$ cat src/rtl/multi_digit_timer.sv
// BCD kitchen-timer core: cascaded per-modulus digits counting up or down
// on a tick strobe, with run/pause/expired control and a done pulse.
module multi_digit_timer #(
  parameter int NUM_DIGITS = 4,
  parameter logic [4*NUM_DIGITS-1:0] DIGIT_MAX = {4'd9, 4'd9, 4'd5, 4'd9}
) (
  input  logic                    clk,
  input  logic                    reset,
  input  logic                    tick,
  input  logic                    load,
  input  logic                    start,
  input  logic                    stop,
  input  logic                    direction,
  input  logic [4*NUM_DIGITS-1:0] prog_digits,
  output logic [4*NUM_DIGITS-1:0] digits,
  output logic                    running,
  output logic                    expired,
  output logic                    done
);

  typedef enum logic [1:0] {
    IDLE,
    RUN,
    PAUSE,
    EXPIRED
  } state_t;

  localparam int W = 4 * NUM_DIGITS;

  state_t         state, state_n;
  logic [W-1:0]   digits_n;
  logic [W-1:0]   step_d;
  logic [W-1:0]   clamp_d;
  logic           cy;
  logic           done_n;
  logic           at_edge;
  logic           nxt_edge;

  always_comb begin
    step_d = digits;
    cy     = 1'b1;
    for (int i = 0; i < NUM_DIGITS; i++) begin
      if (cy) begin
        if (direction) begin
          if (digits[4*i +: 4] == DIGIT_MAX[4*i +: 4]) begin
            step_d[4*i +: 4] = 4'd0;
          end else begin
            step_d[4*i +: 4] = digits[4*i +: 4] + 4'd1;
            cy = 1'b0;
          end
        end else begin
          if (digits[4*i +: 4] == 4'd0) begin
            step_d[4*i +: 4] = DIGIT_MAX[4*i +: 4];
          end else begin
            step_d[4*i +: 4] = digits[4*i +: 4] - 4'd1;
            cy = 1'b0;
          end
        end
      end
    end
  end

  always_comb begin
    clamp_d = prog_digits;
    for (int i = 0; i < NUM_DIGITS; i++) begin
      if (prog_digits[4*i +: 4] > DIGIT_MAX[4*i +: 4])
        clamp_d[4*i +: 4] = DIGIT_MAX[4*i +: 4];
    end
  end

  // Boundary is all-max when counting up, all-zero when counting down.
  assign at_edge  = direction ? (digits == DIGIT_MAX)
                              : (digits == '0);
  assign nxt_edge = direction ? (step_d == DIGIT_MAX)
                              : (step_d == '0);

  always_comb begin
    state_n  = state;
    digits_n = digits;
    if (load) begin
      digits_n = clamp_d;
      state_n  = IDLE;
    end else if (stop) begin
      if (state == RUN)
        state_n = PAUSE;
    end else if (start) begin
      if ((state == IDLE || state == PAUSE) && !at_edge)
        state_n = RUN;
    end else if (tick && state == RUN) begin
      if (at_edge) begin
        state_n = EXPIRED;
      end else begin
        digits_n = step_d;
        if (nxt_edge)
          state_n = EXPIRED;
      end
    end
    done_n = (state_n == EXPIRED) && (state != EXPIRED);
  end

  always_ff @(posedge clk) begin
    if (reset) begin
      state  <= IDLE;
      digits <= '0;
      done   <= 1'b0;
    end else begin
      state  <= state_n;
      digits <= digits_n;
      done   <= done_n;
    end
  end

  assign running = (state == RUN);
  assign expired = (state == EXPIRED);

endmodule

$ cat config.mk
export PLATFORM = sky130hd
export DESIGN_NAME = multi_digit_timer
export DESIGN_NICKNAME = d
export VERILOG_FILES = /design/src/rtl/multi_digit_timer.sv
export SDC_FILE = /design/constraint.sdc
export NUM_CORES = 1
export LEC_CHECK = 0
export ABC_AREA = 1
export CAP_MARGIN = 30
export CORE_ASPECT_RATIO = 1.1
export CORE_MARGIN = 4
export CORE_UTILIZATION = 43
export CTS_BUF_LIST = sky130_fd_sc_hd__clkbuf_8
export DETAILED_ROUTE_END_ITERATION = 7
export PLACE_DENSITY = 0.69
export RECOVER_POWER = 100
export SLEW_MARGIN = 20
export SYNTH_ARGS = -nofsm -noshare
export SYNTH_HDL_FRONTEND = slang
export SYNTH_SLANG_ARGS = --single-unit
$ cat constraint.sdc
create_clock -name clk -period 2.3 [get_ports clk]
set_input_delay 0.345 -clock clk [delete_from_list [all_inputs] [get_ports clk]]
set_output_delay 0.345 -clock clk [all_outputs]
set_load 0.02 [all_outputs]
# == After elaboration in Yosys (flattened, before gate mapping) ==
# Cells that the tools add are included.
# totals
out_inout_bits,19
reg_bits,19
word_cells,88
in_bits,23
# classes
n_mux,45
eq_ne,14
addsub,8
n_reduce_logical,14
n_lt_le_gt_ge,4
# ops
cell,count
16-bit 2-to-1 mux,5
4-bit 2-to-1 mux,19
"16-bit equality test, second input constant",2
16-bit zero test,2
"4-bit by 1-bit adder with 4-bit output, second input constant",4
4-bit zero test,4
2-bit 2-to-1 mux,8
"4-bit by 1-bit subtractor with 4-bit output, second input constant",4
1-bit 2-to-1 mux,13
"4-bit equality test, second input constant",3
"4-bit > comparator, second input constant",3
"2-bit inequality test, second input constant",4
"2-bit equality test, second input constant",3
"4-bit by 3-bit equality test with 1-bit output, second input constant",1
"4-bit by 3-bit > comparator with 1-bit output, second input constant",1
4-bit AND reduction,1
1-bit logical AND,3
"2-bit by 1-bit equality test with 1-bit output, second input constant",1
2-bit zero test,1
2-bit nonzero test,1
1-bit zero test,1
1-bit logical OR,1

# == Longest topological paths before layout ==
# logic_depth
ltp_word,16
ltp_mapped,19
ltp_nobuf,18

# == Least setup slack after synthesis ==
# Ideal clock, no wire load.
# synth_timing
path_type,register -> register
start,register digits[0]
end,register state[1]
n_path_buf,0
slack_ps,311
period_less_slack_ps,1989
stages_incl_launch_ff,18
setup_time_ps,64
required_ps,2236
arrival_ps,1925
cell_sequence,dfxtp_1 -> inv_1 -> ha_1 -> nand3_1 -> nand2_2 -> nand3_2 -> nand2_1 -> nand2_1 -> nand2_1 -> nor2_1 -> nand3_1 -> nand2_1 -> nand2_1 -> nand2_1 -> nand2_1 -> nand2_1 -> nand2_1 -> nor2_1
# synth_via
elab_chain_cells,14
elab_cells_between_ends,30
classes_between,2 x add/sub; 3 x eq/ne; 20 x mux; 5 x reduce/logical
# synth_lines
element,line,rtl
"start, declared",15,"output logic [4*NUM_DIGITS-1:0] digits,"
"start signal, assigned",108,digits <= digits_n;
4-bit equality test / 4-bit zero test (equally long branches),"45, 52",
1-bit 2-to-1 mux (on tied branches),"45, 52",
1-bit 2-to-1 mux,44,if (direction) begin
1-bit 2-to-1 mux (2 in a row),43,if (cy) begin
4-bit 2-to-1 mux,43,
16-bit equality test / 16-bit zero test (equally long branches),"74, 75",
1-bit 2-to-1 mux,74,assign nxt_edge = direction ? (step_d == DIGIT_MAX)
2-bit 2-to-1 mux,94,if (nxt_edge)
2-bit 2-to-1 mux,90,if (at_edge) begin
2-bit 2-to-1 mux,89,end else if (tick && state == RUN) begin
2-bit 2-to-1 mux (*),86,end else if (start) begin
2-bit 2-to-1 mux (*),83,end else if (stop) begin
2-bit 2-to-1 mux (*),80,if (load) begin
"end signal, assigned",107,state <= state_n;
"end, declared",30,"state_t state, state_n;"
# Mark *: on every way between the ends. The rest lies on a longest branch, timed or not.
# A chain may end at the register's enable or synchronous reset.

# == Final worst setup path ==
# layout_timing
start,register digits[15]
end,register digits[1]
# layout_via
elab_chain_cells,4
elab_cells_between_ends,5
classes_between,2 x eq/ne; 1 x mux; 2 x reduce/logical
# layout_lines
element,line,rtl
16-bit equality test / 16-bit zero test (equally long branches),"72, 73",
1-bit 2-to-1 mux (*),72,assign at_edge = direction ? (digits == DIGIT_MAX)
2-bit inequality test (no source line) (*),n/a,
4-bit AND reduction (no source line) (*),n/a,
# Marked as above.

==> flow_summary.json <==
{
  "crit_type": "flop to flop",
  "io_buffers": 41,
  "p_leak_nw": 1.26,
  "dr.pass1.iters": 4,
  "hold_buffers": 0,
  "clk_latency_ns": 0.26,
  "min_path_type": "flop to flop",
  "fin_skew_ns": 0.00552,
  "async_reset_ff_share_pct": 0,
  "yosys_warnings": 0,
  "synth_edf_count": 0,
  "path_clk_slew_ns": 0.08,
  "synth.avg_cell_area_um2": 5.59,
  "syn_area_um2": 1950,
  "outcome": "finished, final reports clean",
  "multi_input_area_um2": 1380,
  "cts_resized": 0,
  "rows": 25,
  "power_density_nw_per_um2": 400,
  "fin_crit_ns": 2.06,
  "worst-path-buf-inv": 2,
  "grt.total_usage_pct": 20.7,
  "cts_setup_buffers": 0,
  "wl_um": 6060,
  "grt_max_degree": 16,
  "die_h_um": 78.6,
  "fillers": 441,
  "fin_setup_tns_ns": 0,
  "final-max-slew-violation-count": 0,
  "critPathLaunchType": "flop",
  "yosysTopAreaCellShare_pct": 22.5,
  "holdWs_ns": 0.524,
  "dr_total_vias": 2390,
  "ant_nets": 0,
  "nets": 425,
  "ys_types": 34,
  "cp_max_fo": 15,
  "total_power_mw": 1.02,
  "synth_top_area_cell": "nand2_1",
  "cp.arrival_ns": 2.25,
  "gp_congestion": 0.879,
  "tritoncts": "done",
  "die_w_um": 72.2,
  "grt-ovfl-total": 0,
  "netlist_instances": 349,
  "drt_iter0_drc": 203,
  "seq_area_um2": 383,
  "max_stage_delay_ns": 0.50,
  "grt_antenna_before_repair": 0,
  "hpwl_um": 4660,
  "layout-drive-gt1-share_pct": 12.6,
  "fin_util_pct": 58.8,
  "fmax_ghz": 0.485,
  "synthToLayoutAreaGrowth_pct": 31.2,
  "cpMostUsedCell": "nand2_1",
  "tightest_slew_ns": 0.497,
  "ys_ff_latch": 19,
  "insertedDiodeCount": 0,
  "relSlewSlack_pct": 66.0,
  "cp_top_family": "simple AND/OR/NAND/NOR gates",
  "clkSinkCount": 19,
  "seq_area_frac_synth_pct": 19.5,
  "synthFlopType": "dfxtp_1",
  "start_util_pct": 44.8,
  "worstPathCellList": "nand2_1 -> nor2_1 -> nand3_1 -> o31ai_1 -> inv_1 -> nand3_2 -> nand2_1 -> inv_2 -> nand2_1 -> a31oi_1",
  "core_um2": 4350,
  "syn_nets": 375,
  "peakVddDrop_mv": 0.205,
  "htree_levels": 1,
  "setup.worst_path.end_class": "flop",
  "period_share_pct": 89.7,
  "clock_path_buffers": 2,
  "viasPerCell": 5.29,
  "cts-buffers-inserted": 3,
  "cp.required_ns": 2.49,
  "root_buffer": "clkbuf_8",
  "wl_per_cell_um": 13.4,
  "drv_cap": 0,
  "die_area_um2": 5680,
  "ioPinCount": 42,
  "synth_area_leaders": "nand2_1 23%, dfxtp_1 20%, nor2_1 8.3%",
  "hold_viol": 0,
  "grt_pass1_vias": 2142,
  "route.detailed.drc": 0,
  "grt_pass1_wl_um": 9480,
  "cp_slowest_cell": "dfxtp_1",
  "finalSetupViolations": 0
}
cells in the final DEF, fill, tap and decap left out, types with 2 or more instances in the layout:
cell type,n
nand2_1,117
nor2_1,41
inv_1,33
nand3_1,29
o21ai_0,23
clkdlybuf4s50_1,21
dlygate4sd3_1,19
dfxtp_1,17
buf_4,13
a21oi_1,11
a31oi_1,9
inv_2,8
nor2_2,6
o211ai_1,5
nand4_1,4
nand2_2,4
o31ai_1,3
nand3_2,3
clkbuf_8,3
nand2_4,2
nor3_1,2
xor2_1,2
a221oi_1,2
dfxtp_2,2
state kept, by name, summed over array words and instances, names as in the netlist:
register and count:
digits 16, done 1, state 2
where the power goes:
group,switching (mW),internal (mW),total [mW]
sequential,0.0296,0.345,0.375
combinational,0.235,0.164,0.399
clock,0.131,0.119,0.250
cell type report:
class / count / area share [%]
timing repair buffer: 57 / 20.9
sequential: 19 / 15.0
clock buffer: 3 / 1.61
inverter: 40 / 5.87
clock inverter: 1 / 0.147
tap: 54 / 2.64
multi-input combinational: 278 / 53.9
metrics by stage:
step | cell area, um^2 | worst slack, ns | instances
6_report | 2560 | 0.238 | 452
5_1_grt | 2560 | -0.00973 | 452
4_1_cts | 2520 | 0.185 | 452
3_5_place_dp | 2470 | -0.0322 | 448
3_3_place_gp | 2470 | -0.0125 | 448
2_1_floorplan | 1950 | 0.311 | 349
path summary, 6_finish.rpt:
path                   start         end  slack (ns)  cells after the start
setup / recovery  digits[15]   digits[1]        0.24                     10
hold / removal    digits[11]  digits[11]        0.52                      2
setup reg to reg  digits[15]   digits[1]        0.24                     10
hold reg to reg   digits[11]  digits[11]        0.52                      2
kinds of logic (layout without fill, tap and decap cells):
family,after synthesis,after routing,share of synthesized area (%)
compound gates,61,61,18.4
xor+xnor,3,3,1.35
fa+ha+maj,3,3,1.93
buf+inv,52,101,11.6
flops,19,19,19.5
simple gates,211,211,47.2
routing by layer:
layer	track usage [%]	up-vias	part of all wire, %
li1	-	1242	-
met1	27.1	1048	44
met2	34.2	85	47
met3	2.82	15	6.4
met4	7.14	0	2.1
met5	0	-	0
Yosys cell counts, types with 2 or more instances:
cell type	number
nand2_1	117
buf_4	2
a21oi_1	11
nand2_4	2
nor3_1	2
o31ai_1	3
buf_6	2
nor2_2	4
inv_1	33
nand3_1	29
o211ai_1	5
ha_1	3
a221oi_1	2
o21ai_1	3
nand2_2	4
nand3_2	3
xor2_1	2
inv_2	7
dfxtp_1	19
nor2_1	43
nand4_1	4
o21ai_0	23
a31oi_1	9
buf_2	7
tightest hold or removal path, delay by kind of cell, from the launching register on:
family	cells	cell delay [ns]
DFF	1	0.36
and+or+nand+nor	1	0.07
AOI/OAI and AO/OA	1	0.06
(Power assumes the default switching activity.)
